--- src/rtl/chunked_adder_seq_pkg.sv ---
// Shared definitions for the chunked multi-cycle adder/subtractor:
// FSM state encoding and a helper that sizes the chunk index counter.
package chunked_adder_seq_pkg;

   typedef enum logic [1:0] {
      ST_IDLE = 2'd0,
      ST_RUN  = 2'd1,
      ST_DONE = 2'd2
   } state_t;

   // Index counter width; never narrower than one bit so NCHUNK=1 still elaborates.
   function automatic int idx_width(input int n);
      return (n > 1) ? $clog2(n) : 1;
   endfunction

endpackage

--- src/rtl/chunked_adder_seq_adder_slice.sv ---
// Combinational CHUNK-bit ripple slice. Also exposes the carry into its top bit
// so the parent can form signed overflow on the final chunk.
module adder_slice #(
   parameter int CHUNK = 4
) (
   input  logic [CHUNK-1:0] a,
   input  logic [CHUNK-1:0] b,
   input  logic             cin,
   output logic [CHUNK-1:0] sum,
   output logic             cout,
   output logic             c_msb
);

   always_comb begin
      logic [CHUNK:0] c;
      c     = '0;
      sum   = '0;
      c[0]  = cin;
      for (int i = 0; i < CHUNK; i++) begin
         sum[i]   = a[i] ^ b[i] ^ c[i];
         c[i + 1] = (a[i] & b[i]) | (c[i] & (a[i] ^ b[i]));
      end
      cout  = c[CHUNK];
      c_msb = c[CHUNK-1];
   end

endmodule

--- src/rtl/chunked_adder_seq.sv ---
// Multi-cycle adder/subtractor: one CHUNK-bit slice reused over WIDTH/CHUNK cycles,
// with valid/ready handshakes on both the operand and the result side.
module chunked_adder_seq
   import chunked_adder_seq_pkg::*;
#(
   parameter int WIDTH = 16,
   parameter int CHUNK = 4
) (
   input  logic             clk,
   input  logic             rst_n,
   input  logic             in_valid,
   output logic             in_ready,
   input  logic [WIDTH-1:0] a,
   input  logic [WIDTH-1:0] b,
   input  logic             carry_in,
   input  logic             sub,
   output logic             out_valid,
   input  logic             out_ready,
   output logic [WIDTH-1:0] sum,
   output logic             carry_out,
   output logic             overflow
);

   localparam int NCHUNK = WIDTH / CHUNK;
   localparam int IW     = idx_width(NCHUNK);
   localparam logic [IW-1:0] LAST_IDX = IW'(NCHUNK - 1);

   if (CHUNK < 1 || CHUNK > WIDTH) begin : g_bad_chunk
      $error("chunked_adder_seq: CHUNK must lie in 1..WIDTH");
   end
   if (WIDTH % CHUNK != 0) begin : g_bad_width
      $error("chunked_adder_seq: WIDTH must be a multiple of CHUNK");
   end

   state_t            state_reg;
   logic [IW-1:0]     idx_reg;
   logic [WIDTH-1:0]  a_reg;
   logic [WIDTH-1:0]  b_reg;
   logic              carry_reg;
   logic [WIDTH-1:0]  sum_reg;
   logic              carry_out_reg;
   logic              overflow_reg;
   logic              in_ready_reg;
   logic              out_valid_reg;

   logic [CHUNK-1:0]  slice_sum;
   logic              slice_cout;
   logic              slice_cmsb;

   // b_reg already holds ~b in subtract mode, so the slice only ever adds.
   adder_slice #(.CHUNK(CHUNK)) u_slice (
      .a     (a_reg[idx_reg*CHUNK +: CHUNK]),
      .b     (b_reg[idx_reg*CHUNK +: CHUNK]),
      .cin   (carry_reg),
      .sum   (slice_sum),
      .cout  (slice_cout),
      .c_msb (slice_cmsb)
   );

   always_ff @(posedge clk or negedge rst_n) begin
      if (!rst_n) begin
         state_reg     <= ST_IDLE;
         idx_reg       <= '0;
         a_reg         <= '0;
         b_reg         <= '0;
         carry_reg     <= 1'b0;
         sum_reg       <= '0;
         carry_out_reg <= 1'b0;
         overflow_reg  <= 1'b0;
         in_ready_reg  <= 1'b1;
         out_valid_reg <= 1'b0;
      end else begin
         case (state_reg)
            ST_IDLE: begin
               if (in_valid) begin
                  a_reg        <= a;
                  b_reg        <= sub ? ~b : b;
                  carry_reg    <= sub ? 1'b1 : carry_in;
                  idx_reg      <= '0;
                  state_reg    <= ST_RUN;
                  in_ready_reg <= 1'b0;
               end
            end
            ST_RUN: begin
               sum_reg[idx_reg*CHUNK +: CHUNK] <= slice_sum;
               carry_reg <= slice_cout;
               if (idx_reg == LAST_IDX) begin
                  carry_out_reg <= slice_cout;
                  overflow_reg  <= slice_cmsb ^ slice_cout;
                  idx_reg       <= '0;
                  state_reg     <= ST_DONE;
                  out_valid_reg <= 1'b1;
               end else begin
                  idx_reg <= idx_reg + IW'(1);
               end
            end
            ST_DONE: begin
               if (out_ready) begin
                  state_reg     <= ST_IDLE;
                  out_valid_reg <= 1'b0;
                  in_ready_reg  <= 1'b1;
               end
            end
            default: begin
               state_reg     <= ST_IDLE;
               out_valid_reg <= 1'b0;
               in_ready_reg  <= 1'b1;
            end
         endcase
      end
   end

   assign in_ready  = in_ready_reg;
   assign out_valid = out_valid_reg;
   assign sum       = sum_reg;
   assign carry_out = carry_out_reg;
   assign overflow  = overflow_reg;

endmodule

--- config.mk ---
export PLATFORM = sky130hd
export DESIGN_NAME = chunked_adder_seq
export DESIGN_NICKNAME = d
export VERILOG_FILES = /design/src/rtl/chunked_adder_seq_pkg.sv /design/src/rtl/chunked_adder_seq_adder_slice.sv /design/src/rtl/chunked_adder_seq.sv
export SDC_FILE = /design/constraint.sdc
export NUM_CORES = 1
export LEC_CHECK = 0
export BUFFER_PORTS_ARGS = -buffer_cell sky130_fd_sc_hd__buf_2
export CAP_MARGIN = 5
export CORE_MARGIN = 2
export CORE_UTILIZATION = 35
export CTS_CLUSTER_DIAMETER = 100
export DETAILED_ROUTE_END_ITERATION = 10
export GPL_TIMING_DRIVEN = 0
export HOLD_SLACK_MARGIN = 0.03
export PLACE_DENSITY = 0.6
export SLEW_MARGIN = 20
export SYNTH_ARGS = -nofsm -noshare
export SYNTH_HDL_FRONTEND = slang
export SYNTH_HIERARCHICAL = 1
export SYNTH_SLANG_ARGS = --single-unit
export TNS_END_PERCENT = 20
--- constraint.sdc ---
create_clock -name clk -period 6.6 [get_ports clk]
set_clock_uncertainty 0.1 [all_clocks]
set_input_delay 0.33 -clock clk [delete_from_list [all_inputs] [get_ports clk]]
set_output_delay 0.33 -clock clk [all_outputs]
set_load 0.02 [all_outputs]
==> impl_metrics.prom <==
# TYPE chip_impl_metric gauge
chip_impl_metric{name="core_area",unit="sq mm"} 0.00813
chip_impl_metric{name="synthesis.yosys.warnings",unit=""} 6
chip_impl_metric{name="maximum_number_of_pins_on_one_net_before_global_route_repair",unit=""} 58
chip_impl_metric{name="final_nets",unit=""} 380
chip_impl_metric{name="power.density_cell_area",unit="mW/mm^2"} 521
chip_impl_info{name="path_cells",value="buf_4 -> buf_6 -> mux4_2 -> fa_1 -> inv_1 -> fa_1 -> fa_1 -> inv_1 -> fa_1 -> nand2_1 -> o21ai_0"} 1
chip_impl_metric{name="syn_nets",unit=""} 312
chip_impl_metric{name="drt-pass1-iter-count",unit=""} 4
chip_impl_metric{name="placed_cell_areas",unit="sq mm"} 0.00332
chip_impl_metric{name="power.static_leakage",unit="nW"} 1.71
chip_impl_metric{name="routed_wl",unit="um"} 6290
chip_impl_metric{name="synth.yosys.seq_area_share",unit="%"} 49.1
chip_impl_metric{name="max_clock_freq",unit="MHz"} 306
chip_impl_metric{name="count_of_vias_placed_by_the_detailed_router",unit=""} 2059
chip_impl_metric{name="syn_inst",unit=""} 264
chip_impl_info{name="post_synth_main_area_contributors",value="sky130_fd_sc_hd__dfrtp_1 (48%), sky130_fd_sc_hd__nand2_1 (11%), sky130_fd_sc_hd__mux4_2 (6.2%)"} 1
chip_impl_metric{name="synth_cell_types",unit=""} 33
chip_impl_metric{name="setup_total_negative_slack",unit="ns"} 0
chip_impl_metric{name="clk-insertion-delay-late",unit="ns"} 0.34
chip_impl_info{name="routing_layer_with_the_top_usage_in_global_route",value="met2"} 1
chip_impl_metric{name="hpwlAfterDp",unit="um"} 4480
chip_impl_metric{name="share_of_yosys_cell_area_claimed_by_the_top_area_cell_type",unit="%"} 48.2
chip_impl_metric{name="grt_remaining_overflow",unit=""} 0
chip_impl_metric{name="critical_path.max_stage_delay",unit="ns"} 0.62
chip_impl_metric{name="final_layout_size_suffix_gt1_share",unit="%"} 34.8
chip_impl_info{name="cts_tree",value="yes"} 1
chip_impl_metric{name="rows",unit=""} 33
chip_impl_metric{name="gr-usage-met2",unit="%"} 26.0
chip_impl_metric{name="io_pins",unit=""} 58
chip_impl_metric{name="max-slew-margin-rel",unit="%"} 50.5
chip_impl_info{name="critical_path.most_common_cell",value="sky130_fd_sc_hd__fa_1"} 1
chip_impl_info{name="whs_endpoint",value="a_reg[11]"} 1
chip_impl_metric{name="initial_utilization",unit="%"} 35.7
chip_impl_info{name="ys_flop_type",value="sky130_fd_sc_hd__dfrtp_1"} 1
chip_impl_metric{name="grt_first_pass_wirelength",unit="um"} 10400
chip_impl_info{name="min_from",value="a[11]"} 1
chip_impl_metric{name="synth-seq-cells",unit=""} 57
chip_impl_info{name="endpoint_kind",value="flip-flop"} 1
chip_impl_info{name="run_status",value="completed"} 1
chip_impl_metric{name="min_path_cells",unit=""} 3
chip_impl_info{name="synthDominantAreaCellType",value="sky130_fd_sc_hd__dfrtp_1"} 1
chip_impl_metric{name="preCtsSetupSlack",unit="ns"} 3.30
chip_impl_metric{name="worst-path-buf-inv",unit=""} 4
chip_impl_metric{name="vdd_ir_drop_max",unit="uV"} 201
chip_impl_info{name="worst_hold_path_type",value="input port to flip-flop"} 1
chip_impl_metric{name="route.antenna.remaining_nets",unit=""} 0
chip_impl_info{name="clock-root-buffer",value="sky130_fd_sc_hd__clkbuf_8"} 1
chip_impl_info{name="cp_top_family",value="adder cells"} 1
chip_impl_metric{name="cp_max_fo",unit=""} 10
chip_impl_metric{name="mappedNetlistArea",unit="sq mm"} 0.00291
chip_impl_metric{name="met3_usage",unit="%"} 4.58
chip_impl_info{name="crit_slowest_cell",value="sky130_fd_sc_hd__fa_1"} 1
chip_impl_metric{name="worst_reg_to_reg_setup_slack",unit="ns"} 3.33
chip_impl_metric{name="tritoncts_buffer_count",unit=""} 9
chip_impl_info{name="start_kind",value="flip-flop"} 1
chip_impl_metric{name="initial_antenna_violation_count",unit=""} 0
chip_impl_metric{name="setup-violations-final",unit=""} 0
chip_impl_metric{name="remaining_drc_errors",unit=""} 0
chip_impl_metric{name="post_drt_via_cell_ratio",unit=""} 4.67
chip_impl_metric{name="report.final.slew_viol_count",unit=""} 0
chip_impl_metric{name="synth-edff-count",unit=""} 0
chip_impl_metric{name="tightestPinTransition",unit="ns"} 0.742
chip_impl_metric{name="drt-wirelength-per-cell",unit="um"} 14.3
chip_impl_metric{name="worst_path_clk_slew",unit="ns"} 0.06
chip_impl_metric{name="total_power",unit="mW"} 1.82
chip_impl_metric{name="hold_viol",unit=""} 0
chip_impl_info{name="regToRegEndpoint",value="sum[7]"} 1
chip_impl_metric{name="async_flop_share",unit="%"} 100
chip_impl_metric{name="period_minus_slack",unit="ns"} 3.27
chip_impl_metric{name="fp.dieH",unit="um"} 95.2
chip_impl_metric{name="ctsLongestPathBuffers",unit=""} 2
chip_impl_metric{name="placed_cells",unit=""} 425
chip_impl_metric{name="reg2regPathDepth",unit=""} 11
chip_impl_metric{name="timing.hold.ws",unit="ns"} 0.0861
chip_impl_metric{name="die_x",unit="um"} 95.2
chip_impl_metric{name="postLayoutCoreUtil",unit="%"} 42.9
chip_impl_metric{name="layout-area-overhead-vs-synth",unit="%"} 20.1
chip_impl_metric{name="floorplan.die_area",unit="sq mm"} 0.00905
chip_impl_metric{name="h-tree-depth",unit=""} 3
chip_impl_metric{name="antenna_cells_inserted",unit=""} 0
chip_impl_info{name="setup_repair_after_global_routing_missed_its_margin",value="no"} 1
chip_impl_info{name="r2r-start",value="idx_reg[0]"} 1
chip_impl_metric{name="via_count_of_the_first_global_routing_pass",unit=""} 2186
chip_impl_metric{name="layout_setup_ws",unit="ns"} 3.33
chip_impl_metric{name="grt.total_usage",unit="%"} 15.5
chip_impl_metric{name="crit_arrival",unit="ns"} 3.42
chip_impl_metric{name="cts-resized-gates",unit=""} 0
chip_impl_metric{name="syn_avg_cell_area",unit="sq um"} 11.0
chip_impl_metric{name="place.port_buffers",unit=""} 56
chip_impl_metric{name="groute.layer.met1.usage",unit="%"} 19.1
chip_impl_metric{name="final_weighted_congestion_in_routability_driven_placement",unit=""} 0.738
chip_impl_metric{name="cap_viol_max_count",unit=""} 0
chip_impl_metric{name="clock-sinks",unit=""} 57
chip_impl_metric{name="fin_crit_sh",unit="%"} 49.5
chip_impl_metric{name="final_design_area_no_fill",unit="sq mm"} 0.00349
chip_impl_metric{name="drt_iter0_markers",unit=""} 68
chip_impl_info{name="worstSetupPathType",value="flip-flop to flip-flop"} 1
chip_impl_metric{name="final_cells",unit=""} 441
chip_impl_metric{name="cp.required",unit="ns"} 6.75
## worst register-to-register path: cells and delay by family (launching register included)
family / cells / cell delay [ns]
buf+inv: 4 / 0.54
simple gates: 1 / 0.08
flops: 1 / 0.40
mux: 1 / 0.54
fa+ha+maj: 4 / 1.37
compound gates: 1 / 0.15
## how the worst max path moves through the flow
stage / from / to / slack [ns] / cells after the start
floorplan: idx_reg[0] / sum[11] / 3.61 / 10
global placement: idx_reg[1] / sum[11] / 3.30 / 9
detailed placement: idx_reg[0] / sum[7] / 3.30 / 11
CTS: idx_reg[0] / sum[7] / 3.30 / 11
global route: idx_reg[0] / sum[7] / 3.17 / 11
finish: idx_reg[0] / sum[7] / 3.33 / 11
## per-layer routing
layer,routed length (um),up-vias
li1,-,1010
met1,2760,998
met2,3180,42
met3,256,9
met4,85,0
met5,0,-
## power by group
group | internal [mW] | switching (mW) | total, mW
clock | 0.142 | 0.138 | 0.280
sequential | 0.507 | 0.0851 | 0.592
combinational | 0.381 | 0.567 | 0.948
## synthesized netlist by cell type, types with 3 or more instances
cell type                  count
sky130_fd_sc_hd__o21ai_0      14
sky130_fd_sc_hd__dfrtp_1      56
sky130_fd_sc_hd__a22o_1        8
sky130_fd_sc_hd__ha_1          6
sky130_fd_sc_hd__xnor2_1      17
sky130_fd_sc_hd__nand3b_1      3
sky130_fd_sc_hd__nand2_1      83
sky130_fd_sc_hd__o21ai_2      16
sky130_fd_sc_hd__buf_6         7
sky130_fd_sc_hd__mux4_2        8
sky130_fd_sc_hd__buf_2         3
sky130_fd_sc_hd__fa_1          4
sky130_fd_sc_hd__buf_4         3
sky130_fd_sc_hd__inv_1        13
## what timing repair did
| item | 4_1_cts | 5_1_grt |
|---|---|---|
| setup buffers | 0 | 0 |
| hold endpoints to repair | 56 | 0 |
| hold buffers | 1 | 0 |
## cell usage in the layout, fill, tap and decap left out, types with 4 or more instances in the layout
| cell | n |
|---|---|
| sky130_fd_sc_hd__a22o_1 | 8 |
| sky130_fd_sc_hd__buf_2 | 58 |
| sky130_fd_sc_hd__buf_4 | 4 |
| sky130_fd_sc_hd__buf_6 | 7 |
| sky130_fd_sc_hd__clkbuf_8 | 10 |
| sky130_fd_sc_hd__clkinv_2 | 4 |
| sky130_fd_sc_hd__dfrtp_1 | 56 |
| sky130_fd_sc_hd__fa_1 | 4 |
| sky130_fd_sc_hd__ha_1 | 6 |
| sky130_fd_sc_hd__inv_1 | 13 |
| sky130_fd_sc_hd__mux4_2 | 8 |
| sky130_fd_sc_hd__nand2_1 | 83 |
| sky130_fd_sc_hd__o21ai_0 | 14 |
| sky130_fd_sc_hd__o21ai_2 | 16 |
| sky130_fd_sc_hd__xnor2_1 | 17 |
## cell families (layout without fill, tap and decap cells)
family | Yosys count | count (layout) | share of synthesized area, %
flops | 57 | 57 | 49.1
compound gates | 44 | 44 | 11.1
buf+inv | 27 | 99 | 5.81
mux | 8 | 8 | 6.20
simple gates | 101 | 101 | 17.4
xor+xnor | 17 | 17 | 5.12
fa+ha+maj | 10 | 10 | 5.34
## final cells by class
type | instances | area (sq um)
plain buffers | 14 | 120
clock buffers | 11 | 141
clock inverters | 4 | 20.0
fillers | 801 | 4640
inverters | 13 | 48.8
multi-input cells | 180 | 1310
flip-flops and latches | 57 | 1430
well taps | 105 | 131
repair buffers | 57 | 293
No activity file was read; power rests on OpenSTA's default activity.
